$ cat src/rtl/piso_pkg.sv
// rtl/piso_pkg.sv - shared types and constants for the piso_tx transmitter
// Contents: piso_state_t FSM encoding, PISO_DEF_WIDTH default word width.
package piso_pkg;

    typedef enum logic {
        IDLE  = 1'b0,
        SHIFT = 1'b1
    } piso_state_t;

    localparam int PISO_DEF_WIDTH = 4;

endpackage

$ cat src/rtl/piso_tx_if.sv
// rtl/piso_tx_if.sv - load handshake and serial output bundle for piso_tx
// Signals: load_valid/load_ready/data_in (word load handshake),
//          ser_out/shift_en (serial link to receiver), busy, word_done.
// Modports: slave = the transmitter, master = the word source / observer.
interface piso_tx_if
    import piso_pkg::*;
#(
    parameter int WIDTH = PISO_DEF_WIDTH
);
    logic             load_valid;
    logic             load_ready;
    logic [WIDTH-1:0] data_in;
    logic             ser_out;
    logic             shift_en;
    logic             busy;
    logic             word_done;

    modport slave (
        input  load_valid,
        input  data_in,
        output load_ready,
        output ser_out,
        output shift_en,
        output busy,
        output word_done
    );

    modport master (
        output load_valid,
        output data_in,
        input  load_ready,
        input  ser_out,
        input  shift_en,
        input  busy,
        input  word_done
    );
endinterface

$ cat src/rtl/piso_hold.sv
// rtl/piso_hold.sv - one-entry hold buffer for the next word to transmit
// Ports: clk, rst (async, active-high), wr_en/wr_data (capture a word),
//        rd_en (release the held word), rd_data, hold_valid.
module piso_hold
    import piso_pkg::*;
#(
    parameter int WIDTH = PISO_DEF_WIDTH
) (
    input  logic             clk,
    input  logic             rst,
    input  logic             wr_en,
    input  logic [WIDTH-1:0] wr_data,
    input  logic             rd_en,
    output logic [WIDTH-1:0] rd_data,
    output logic             hold_valid
);

    logic [WIDTH-1:0] hold_data;

    // The transmitter never writes and reads in the same cycle: it only
    // accepts into the buffer while the buffer is empty.
    always_ff @(posedge clk or posedge rst) begin
        if (rst) begin
            hold_data  <= '0;
            hold_valid <= 1'b0;
        end else if (wr_en) begin
            hold_data  <= wr_data;
            hold_valid <= 1'b1;
        end else if (rd_en) begin
            hold_valid <= 1'b0;
        end
    end

    assign rd_data = hold_data;

endmodule

$ cat src/rtl/piso_tx.sv
// rtl/piso_tx.sv - parallel-in serial-out transmitter, LSB first
// Ports: clk, rst (async, active-high), bus (piso_tx_if.slave):
//        load_valid/load_ready/data_in word handshake, ser_out/shift_en to
//        the serial receiver, busy (shifting or pending), word_done pulse.
module piso_tx
    import piso_pkg::*;
#(
    parameter int WIDTH = PISO_DEF_WIDTH
) (
    input  logic       clk,
    input  logic       rst,
    piso_tx_if.slave   bus
);

    localparam int CNT_W = $clog2(WIDTH);

    piso_state_t      state;
    logic [WIDTH-1:0] sreg;
    logic [CNT_W-1:0] cnt;
    logic             word_done_r;

    logic             hold_valid;
    logic [WIDTH-1:0] hold_data;
    logic             hold_wr;
    logic             hold_rd;

    logic             accept;
    logic             cnt_last;

    assign bus.load_ready = (state == IDLE) || !hold_valid;
    assign accept         = bus.load_valid && bus.load_ready;
    assign cnt_last       = (cnt == CNT_W'(WIDTH - 1));

    // An accept on the final-bit edge with an empty buffer goes straight
    // into the shifter, so the buffer only captures mid-word accepts.
    assign hold_wr = accept && (state == SHIFT) && !cnt_last;
    assign hold_rd = (state == SHIFT) && cnt_last && hold_valid;

    piso_hold #(.WIDTH(WIDTH)) u_hold (
        .clk        (clk),
        .rst        (rst),
        .wr_en      (hold_wr),
        .wr_data    (bus.data_in),
        .rd_en      (hold_rd),
        .rd_data    (hold_data),
        .hold_valid (hold_valid)
    );

    always_ff @(posedge clk or posedge rst) begin
        if (rst) begin
            state       <= IDLE;
            sreg        <= '0;
            cnt         <= '0;
            word_done_r <= 1'b0;
        end else begin
            word_done_r <= 1'b0;
            case (state)
                IDLE: begin
                    if (accept) begin
                        sreg  <= bus.data_in;
                        cnt   <= '0;
                        state <= SHIFT;
                    end
                end
                SHIFT: begin
                    sreg <= sreg >> 1;
                    cnt  <= cnt + 1'b1;
                    if (cnt_last) begin
                        word_done_r <= 1'b1;
                        if (hold_valid) begin
                            sreg <= hold_data;
                            cnt  <= '0;
                        end else if (accept) begin
                            sreg <= bus.data_in;
                            cnt  <= '0;
                        end else begin
                            state <= IDLE;
                        end
                    end
                end
                default: state <= IDLE;
            endcase
        end
    end

    // Decoded straight from the state register so a reset drops the link
    // immediately rather than on the next edge.
    assign bus.shift_en  = (state == SHIFT);
    assign bus.ser_out   = (state == SHIFT) && sreg[0];
    assign bus.busy      = (state == SHIFT) || hold_valid;
    assign bus.word_done = word_done_r;

endmodule

$ cat src/flat_wrapper.sv
// flat-port wrapper written by rule: the top's interface ports become plain ports
module piso_tx_flat import piso_pkg::*;
#(
    parameter int WIDTH = PISO_DEF_WIDTH
)
  (clk, rst, bus_load_valid, bus_data_in, bus_load_ready, bus_ser_out, bus_shift_en, bus_busy, bus_word_done);
  piso_tx_if #(.WIDTH(WIDTH)) bus_i ();
  input  logic clk;
  input  logic rst;
  input wire logic [$bits(bus_i.load_valid)-1:0] bus_load_valid;
  input wire logic [$bits(bus_i.data_in)-1:0] bus_data_in;
  output wire logic [$bits(bus_i.load_ready)-1:0] bus_load_ready;
  output wire logic [$bits(bus_i.ser_out)-1:0] bus_ser_out;
  output wire logic [$bits(bus_i.shift_en)-1:0] bus_shift_en;
  output wire logic [$bits(bus_i.busy)-1:0] bus_busy;
  output wire logic [$bits(bus_i.word_done)-1:0] bus_word_done;
  assign bus_i.load_valid = bus_load_valid;
  assign bus_i.data_in = bus_data_in;
  assign bus_load_ready = bus_i.load_ready;
  assign bus_ser_out = bus_i.ser_out;
  assign bus_shift_en = bus_i.shift_en;
  assign bus_busy = bus_i.busy;
  assign bus_word_done = bus_i.word_done;
  piso_tx #(.WIDTH(WIDTH)) u_core (.clk(clk), .rst(rst), .bus(bus_i));
endmodule
$ cat config.mk
export PLATFORM = sky130hd
export DESIGN_NAME = piso_tx_flat
export DESIGN_NICKNAME = d
export VERILOG_FILES = /design/src/rtl/piso_pkg.sv /design/src/rtl/piso_tx_if.sv /design/src/rtl/piso_hold.sv /design/src/rtl/piso_tx.sv /design/src/flat_wrapper.sv
export SDC_FILE = /design/constraint.sdc
export NUM_CORES = 1
export LEC_CHECK = 0
export ABC_AREA = 1
export CORE_MARGIN = 3
export CORE_UTILIZATION = 53
export DETAILED_ROUTE_END_ITERATION = 10
export GPL_TIMING_DRIVEN = 1
export PLACE_DENSITY_LB_ADDON = 0.3
export RECOVER_POWER = 50
export SLEW_MARGIN = 5
export SYNTH_ARGS = -nofsm -noshare
export SYNTH_HDL_FRONTEND = slang
export SYNTH_HIERARCHICAL = 1
export SYNTH_SLANG_ARGS = --single-unit
$ cat constraint.sdc
create_clock -name clk -period 4.05 [get_ports clk]
set_input_delay 0.405 -clock clk [delete_from_list [all_inputs] [get_ports clk]]
set_output_delay 0.405 -clock clk [all_outputs]
set_load 0.1 [all_outputs]
# Word-level counts from Yosys, hierarchy flattened
# Cells that the tools add are included.
# totals
reg_bits,13
in_bits,7
out_inout_bits,5
# classes
add_sub_neg,1
eq_ne,2
n_mux,18
n_bitwise,1
reduce_logical,11
# op_table
op,count
2-to-1 mux 4 bit,4
2-to-1 mux 2 bit,4
case mux 4 bit (2 select lines),1
2-to-1 mux 1 bit,7
logical AND 1 bit,6
case mux 2 bit (2 select lines),1
"adder 2 x 1 -> 2 bit, second input constant",1
"== test 2 bit, second input constant",1
logical NOT 1 bit,2
logical OR 1 bit,2
"inequality test 2 x 1 -> 1 bit, second input constant",1
case mux 1 bit (2 select lines),1
nonzero test 2 bit,1
NOT 1 bit,1

# Longest topological paths before layout
# Gate-level depths: netlist of run 1.
# logic_depth
depth_word,7
ltp_mapped,7
ltp_nobuf,7

# Hierarchy
# The synthesis of run 1 kept the hierarchy.
# modules_own_cells
mod,n_inst,cells_each,area_each_um2
piso_tx,1,72,503.0
piso_hold,1,22,188.9

# Worst setup path before layout of run 1
# Ideal clock, no wire load.
# synth_timing
path_kind,register to output
startpoint,"register u_core.state, in the netlist u_core/bus.shift_en"
endpoint,output bus_busy
arrival_time_ps,1903
required_ps,3645
slack_ps,1742
path_stages_with_launch,4
path_buffers,1
path_cell_list,dfrtp_1 -> buf_6 -> inv_1 -> nand2_1
# synth_via
elab_chain_cells,1
# synth_rtl
element,line_no,source
from (decl),piso_tx.sv:17,piso_state_t state;
from (signal assigned),piso_tx.sv:51,state <= IDLE;
from (signal assigned),piso_tx.sv:62,state <= SHIFT;
from (signal assigned),piso_tx.sv:77,state <= IDLE;
logical OR 1 bit,piso_tx.sv:90,assign bus.busy = (state == SHIFT) || hold_valid;
to (decl),flat_wrapper.sv:15,output wire logic [$bits(bus_i.busy)-1:0] bus_busy;
# Every way passes these cells.

# Worst setup path after layout of run 1
# Ends and elaborated chain as after synthesis.

==> summary.md, run 1 <==
| Metric | Value |
|---|---|
| Max cap viols | 0 |
| R2R Path Start | u_core/cnt[0] |
| Most frequent cells in the layout | nand2_1, inv_1, dfrtp_1 |
| Die Ht | ~42 µm |
| HP Start | u_core/u_hold/rd_data[0] |
| Gr ovfl total | 0 |
| Required @ worst endpoint | ~3.6 ns |
| Detail Placement HPWL | 1.11 mm |
| Clk pin slew, worst setup/hold paths | about 0.080 ns |
| Status | finished clean |
| Die area | ~1800 µm² |
| Static Leak | about 0.00049 µW |
| IO Count | 12 |
| Crit end category | output pin |
| Hold_buf cts | 0 |
| Synth unique cells | 12 |
| #FFs+latches synth | 13 |
| Syn Area/Cell | 7.36 µm² |
| Root buffer cell | clkbuf_4 |
| Sequential fraction of the synthesis area | between 40% and 50% |
| IO buf count | 11 |
| Post-Syn Instances | between 90 and 100 |
| Post-DR vias/cell | 4.98 |
| Post-CTS Resized | 0 |
| Fmax | around 380 MHz |
| Layout Utilization | 71.0% |
| Inserted Diodes | 0 |
| Mapped Area | 692 µm² |
| Max FO, Critical Path | 10 |
| Layout cells sized above 1 | about 8.3% |
| Dpl cells | 118 |
| CTS sink cnt | 13 |
| First-pass GRT wire length | 2.44 mm |
| TritonCTS Buffers | 3 |
| Most common cell after layout, fill and taps aside | nand2_1 |
| WL final | about 1.4 mm |
| PwrDens | roughly 800 nW/µm² |
| Crit share post-route | 65.2% |
| Vias in the first global route | approximately 600 |
| Routability cong. | approximately 0.87 |
| Max-slew violations | 0 |
| Clock Skew | ~0.0024 ns |
| Hold Slack | approximately 0.48 ns |
| Type of origin of the critical path | register |
| CTS tree | yes |
| WL/cell | 11.6 µm |
| Final-report hold violation count | 0 |
| Remaining DRCs | 0 |
| Worst skew pair latency | between 0.2 and 0.3 ns |
| Drt pass-1 iters | 4 |
| Initial antenna violation count | 0 |
| Least-Margin Pin Slew | slightly below 1 ns |
| # nets final | between 100 and 150 |
| Largest net degree at the start of global routing | 11 |
| Core region area | between 1000 and 1500 µm² |
| Bufs on Longest Clock Path | 2 |
| CP startpoint | u_core/bus.shift_en |
| Fin Setup TNS | 0 ns |
| Die width | 42.1 µm |
| Yosys warns | 6 |
| # setup viols final | 0 |
| FP Rows | 12 |
| P&R area growth vs syn | 20.3% |
| Worst Path Arrival | 2.24 ns |
| Worst vdd ir | roughly 0.5 mV |
| Vias | between 600 and 700 |
| Postcts setup bufs | 0 |
| GRT Resource Usage Total | between 10% and 20% |
| Final Non-Filler Cells | 122 |
| Unrepaired setup endpoints after global routing | no |
| Starting density of the core | between 50% and 60% |
| Net Count, Synth | a little over 100 |
| Minimum clock period | roughly 2.6 ns |
| Starting DRT DRC Count | 13 |
| H-tree Lvls | 1 |
| Post-route ant nets | 0 |
| Max_slew headroom | a little over a third |
| Hold Path Class | register to register |
| Kind of critical path | register to output pin |
==> area by class of cell <==
type | instances | area [µm²]
clock buffer | 4 | 26.3
fill | 104 | 339
inverter | 17 | 63.8
multi-input combinational | 63 | 289
sequential | 13 | 325
tap | 14 | 17.5
timing repair buffer | 11 | 110
==> Yosys cell counts <==
master   instances  area share, %
dfrtp_1         13             47
nand2_2          3            2.7
inv_1           16            8.7
o21ai_0          2            1.4
ha_1             1            1.8
buf_6            1            1.6
inv_2            1           0.54
nand3_2          1            1.4
nor2_1           9            4.9
nand3_1         12            8.7
nand2_1         33             18
nand2_4          2            3.3
==> state kept, by name, summed over array words and instances (netlist names) <==
register / flops
u_core/bus.word_done: 1
u_core/cnt: 2
u_core/u_hold/rd_data: 4
u_core/u_hold/hold_valid: 1
u_core/bus.shift_en: 1
u_core/sreg: 4
==> worst max-delay path: stages (launching register included) <==
cell and delay, ns:
dfrtp_1 0.55, inv_1 0.20, nand2_1 0.09, clkdlybuf4s50_1 1.12
==> cells by family after synthesis <==
group           Yosys count  synth area share, %
compound gates            2                 1.45
flops                    13                 47.0
fa+ha+maj                 1                 1.81
buf+inv                  18                 10.8
simple gates             60                 38.9
==> where the power goes <==
| part | switching [µW] | internal (µW) | leakage [µW] |
|---|---|---|---|
| logic | 263 | 101 | 0.000317 |
| registers | 38.1 | 185 | 0.000160 |
| clock network | 39.1 | 38.1 | 0.0000150 |
==> final timing paths <==
check                      depth (start not counted)                  endpoint  slack [ns]
setup / recovery                                   3                  bus_busy        1.41
hold / removal                                     2  u_core/u_hold/rd_data[0]        0.48
setup reg to reg                                   7  u_core/u_hold/rd_data[1]        2.46
hold reg to reg                                    2  u_core/u_hold/rd_data[0]        0.48
max in group asynchronous                          2             u_core/cnt[1]        3.26
min in group asynchronous                          2  u_core/u_hold/hold_valid        0.50
==> through the flow <==
step	cell area (µm²)	worst slack, ns	total power (µW)
detailed placement	808	1.70	592
CTS	835	1.39	671
floorplan	692	1.74	510
global route	832	1.33	715
finish	832	1.41	664
global placement	808	1.74	582
==> layer usage <==
metal | track usage, % | up-vias | wire length [µm]
li1 | - | 312 | -
met1 | 21.5 | 270 | 593
met2 | 32.4 | 23 | 715
met3 | 3.00 | 2 | 88
met4 | 5.59 | 0 | 19
met5 | 0 | - | 0
Note: power is estimated with default switching activity, not from simulation.
==> run 2, diff against run 1 <==
CORE_UTILIZATION = 45   (was 53)
clock period = 2.35 ns   (was 4.05 ns; I/O delays follow)
==> summary.md, run 2 (synthesis results as in run 1) <==
| Metric | Value |
|---|---|
| Least-Margin Pin Slew | 0.363 ns (-0.605 ns) |
| Filler cells | 131 (+26%) |
| Unrepaired setup endpoints after global routing | no |
| # setup viols final | 0 (unchanged) |
| Remaining DRCs | 0 (unchanged) |
| Type of origin of the critical path | register |
| CTS tree | yes |
| Starting density of the core | 50.6% (-8.4 points) |
| Gr ovfl total | 0 (unchanged) |
| Reg-to-reg slack, setup | 0.78 ns (-1.68 ns) |
| H-tree Lvls | 1 (unchanged) |
| Routability cong. | 0.799 (-7.8%) |
| Clock Skew | 0.00550 ns (+0.00312 ns) |
| Vias in the first global route | 544 (-8.7%) |
| Status | finished clean |
| Die width | 45.2 µm (+7.3%) |
| Kind of critical path | register to output pin |
| Root buffer cell | clkbuf_4 |
| Clk pin slew, worst setup/hold paths | 0.08 ns (about the same) |
| Crit share post-route | about 70% |
| Largest net degree at the start of global routing | 11 (unchanged) |
| Postcts setup bufs | 0 (unchanged) |
| Most frequent cells in the layout | nand2_1, inv_1, dfrtp_1 |
| Post-route ant nets | 0 (unchanged) |
| Detail Placement HPWL | 1.05 mm (-5.5%) |
| P&R area growth vs syn | 18.6% |
| Worst skew pair latency | 0.27 ns (about the same) |
| Worst Path Arrival | 1.41 ns (-0.83 ns) |
| # nets final | 117 (unchanged) |
| Post-DR vias/cell | 5.09 (+2.3%) |
| R2R cell count | 7 (unchanged) |
| Layout cells sized above 1 | 13.0% (+4.6 points) |
| Die Ht | 45.2 µm (+7.3%) |
| Final-report hold violation count | 0 (unchanged) |
| Starting DRT DRC Count | 30 (+17) |
| IO Count | 12 (unchanged) |
| Bufs on Longest Clock Path | 2 (unchanged) |
| Minimum clock period | roughly 1.6 ns |
| Post-CTS Resized | 0 (unchanged) |
| IO buf count | 11 (unchanged) |
| First-pass GRT wire length | 2.24 mm (-7.9%) |
| Worst vdd ir | 0.817 mV (+63%) |
| Drt pass-1 iters | 4 (unchanged) |
| Most common cell after layout, fill and taps aside | nand2_1 |
| Max cap viols | 0 (unchanged) |
| CTS sink cnt | 13 (unchanged) |
| Vias | 626 (+3.1%) |
| Hold Path Class | input port to asynchronous set/reset pin |
| PwrDens | 1390 nW/µm² (+74%) |
| Max_slew headroom | 75.7% (+40 points) |
| R2R Path Start | u_core/cnt[0] |
| FP Rows | 13 (+1) |
| Final Non-Filler Cells | 123 (+0.82%) |
| TritonCTS Buffers | 3 (unchanged) |
| Max FO, Critical Path | 10 (unchanged) |
| Required @ worst endpoint | 2.12 ns (-1.52 ns) |
| Initial antenna violation count | 0 (unchanged) |
| Fmax | between 600 and 700 MHz |
| Dpl cells | 119 (+0.85%) |
| Crit end category | output pin |
| WL/cell | 11.4 µm (-1.7%) |
| Max-slew violations | 0 (unchanged) |
| Inserted Diodes | 0 (unchanged) |
| Static Leak | 0.000495 µW (+0.81%) |
| Die area | 2040 µm² (+15%) |
| Core region area | 1370 µm² (+17%) |
| GRT Resource Usage Total | 15.5% (-2.4 points) |
| Critical R2R Capture | u_core/u_hold/rd_data[2] |
| Total power | 1140 µW (+71%) |
| Fin Setup TNS | 0 ns (unchanged) |
| Hold_buf cts | 0 (unchanged) |
| WL final | 1.40 mm (-0.92%) |
-- run 2: cell count changes in the layout (fill, tap and decap cells not counted), sizes merged --
cell	previous run	this run
buf	0	5
clkdlybuf4s50	10	5
-- run 2: how the worst max path moves through the flow --
stage,to,cells past startpoint,from
finish,bus_busy,3,u_core/bus.shift_en
global route,bus_busy,3,u_core/bus.shift_en
CTS,bus_busy,3,u_core/bus.shift_en
detailed placement,u_core/u_hold/rd_data[2],6,bus_load_valid
global placement,u_core/u_hold/rd_data[3],6,bus_load_valid
floorplan,bus_busy,3,u_core/bus.shift_en
-- run 2: where the power goes --
group          internal (µW)  total (µW)  leakage (µW)  switching (µW)
Clock                   65.6         136     0.0000150            70.4
Sequential               319         387      0.000160            67.6
Combinational            164         615      0.000321             451
Total                    549        1140      0.000495             589
-- run 2: area by class of cell --
class | instances | area [µm²] | share of cell area (%)
Sequential cell | 13 | 325 | 39.6
Multi-Input combinational cell | 63 | 289 | 35.2
Timing Repair Buffer | 11 | 97.6 | 11.9
Inverter | 17 | 63.8 | 7.77
Clock buffer | 4 | 26.3 | 3.20
Tap cell | 15 | 18.8 | 2.29
-- run 2: layer usage --
layer / part of all wire, % / track usage (%) / vias to the layer above
met5: 0 / 0 / -
met1: 44 / 18.1 / 285
li1: - / - / 309
met4: 1.2 / 7.02 / 0
met2: 47 / 26.6 / 28
met3: 7.8 / 3.59 / 4
-- run 2: worst max-delay path, cell delays in order, from the launching register on --
cell and delay, ns:
dfrtp_1 0.56, inv_1 0.19, nand2_1 0.10, buf_4 0.29
-- run 2: per-stage QoR --
step           hold WS, ns  utilization (%)  setup WS [ns]  area (µm²)
2_1_floorplan       0.0135                -          0.212         692
3_3_place_gp         0.462             58.3          0.853         797
3_5_place_dp         0.460             58.3          0.785         797
4_1_cts              0.187             60.3          0.668         823
5_1_grt              0.331             60.1          0.587         821
6_report             0.308             60.1          0.707         821
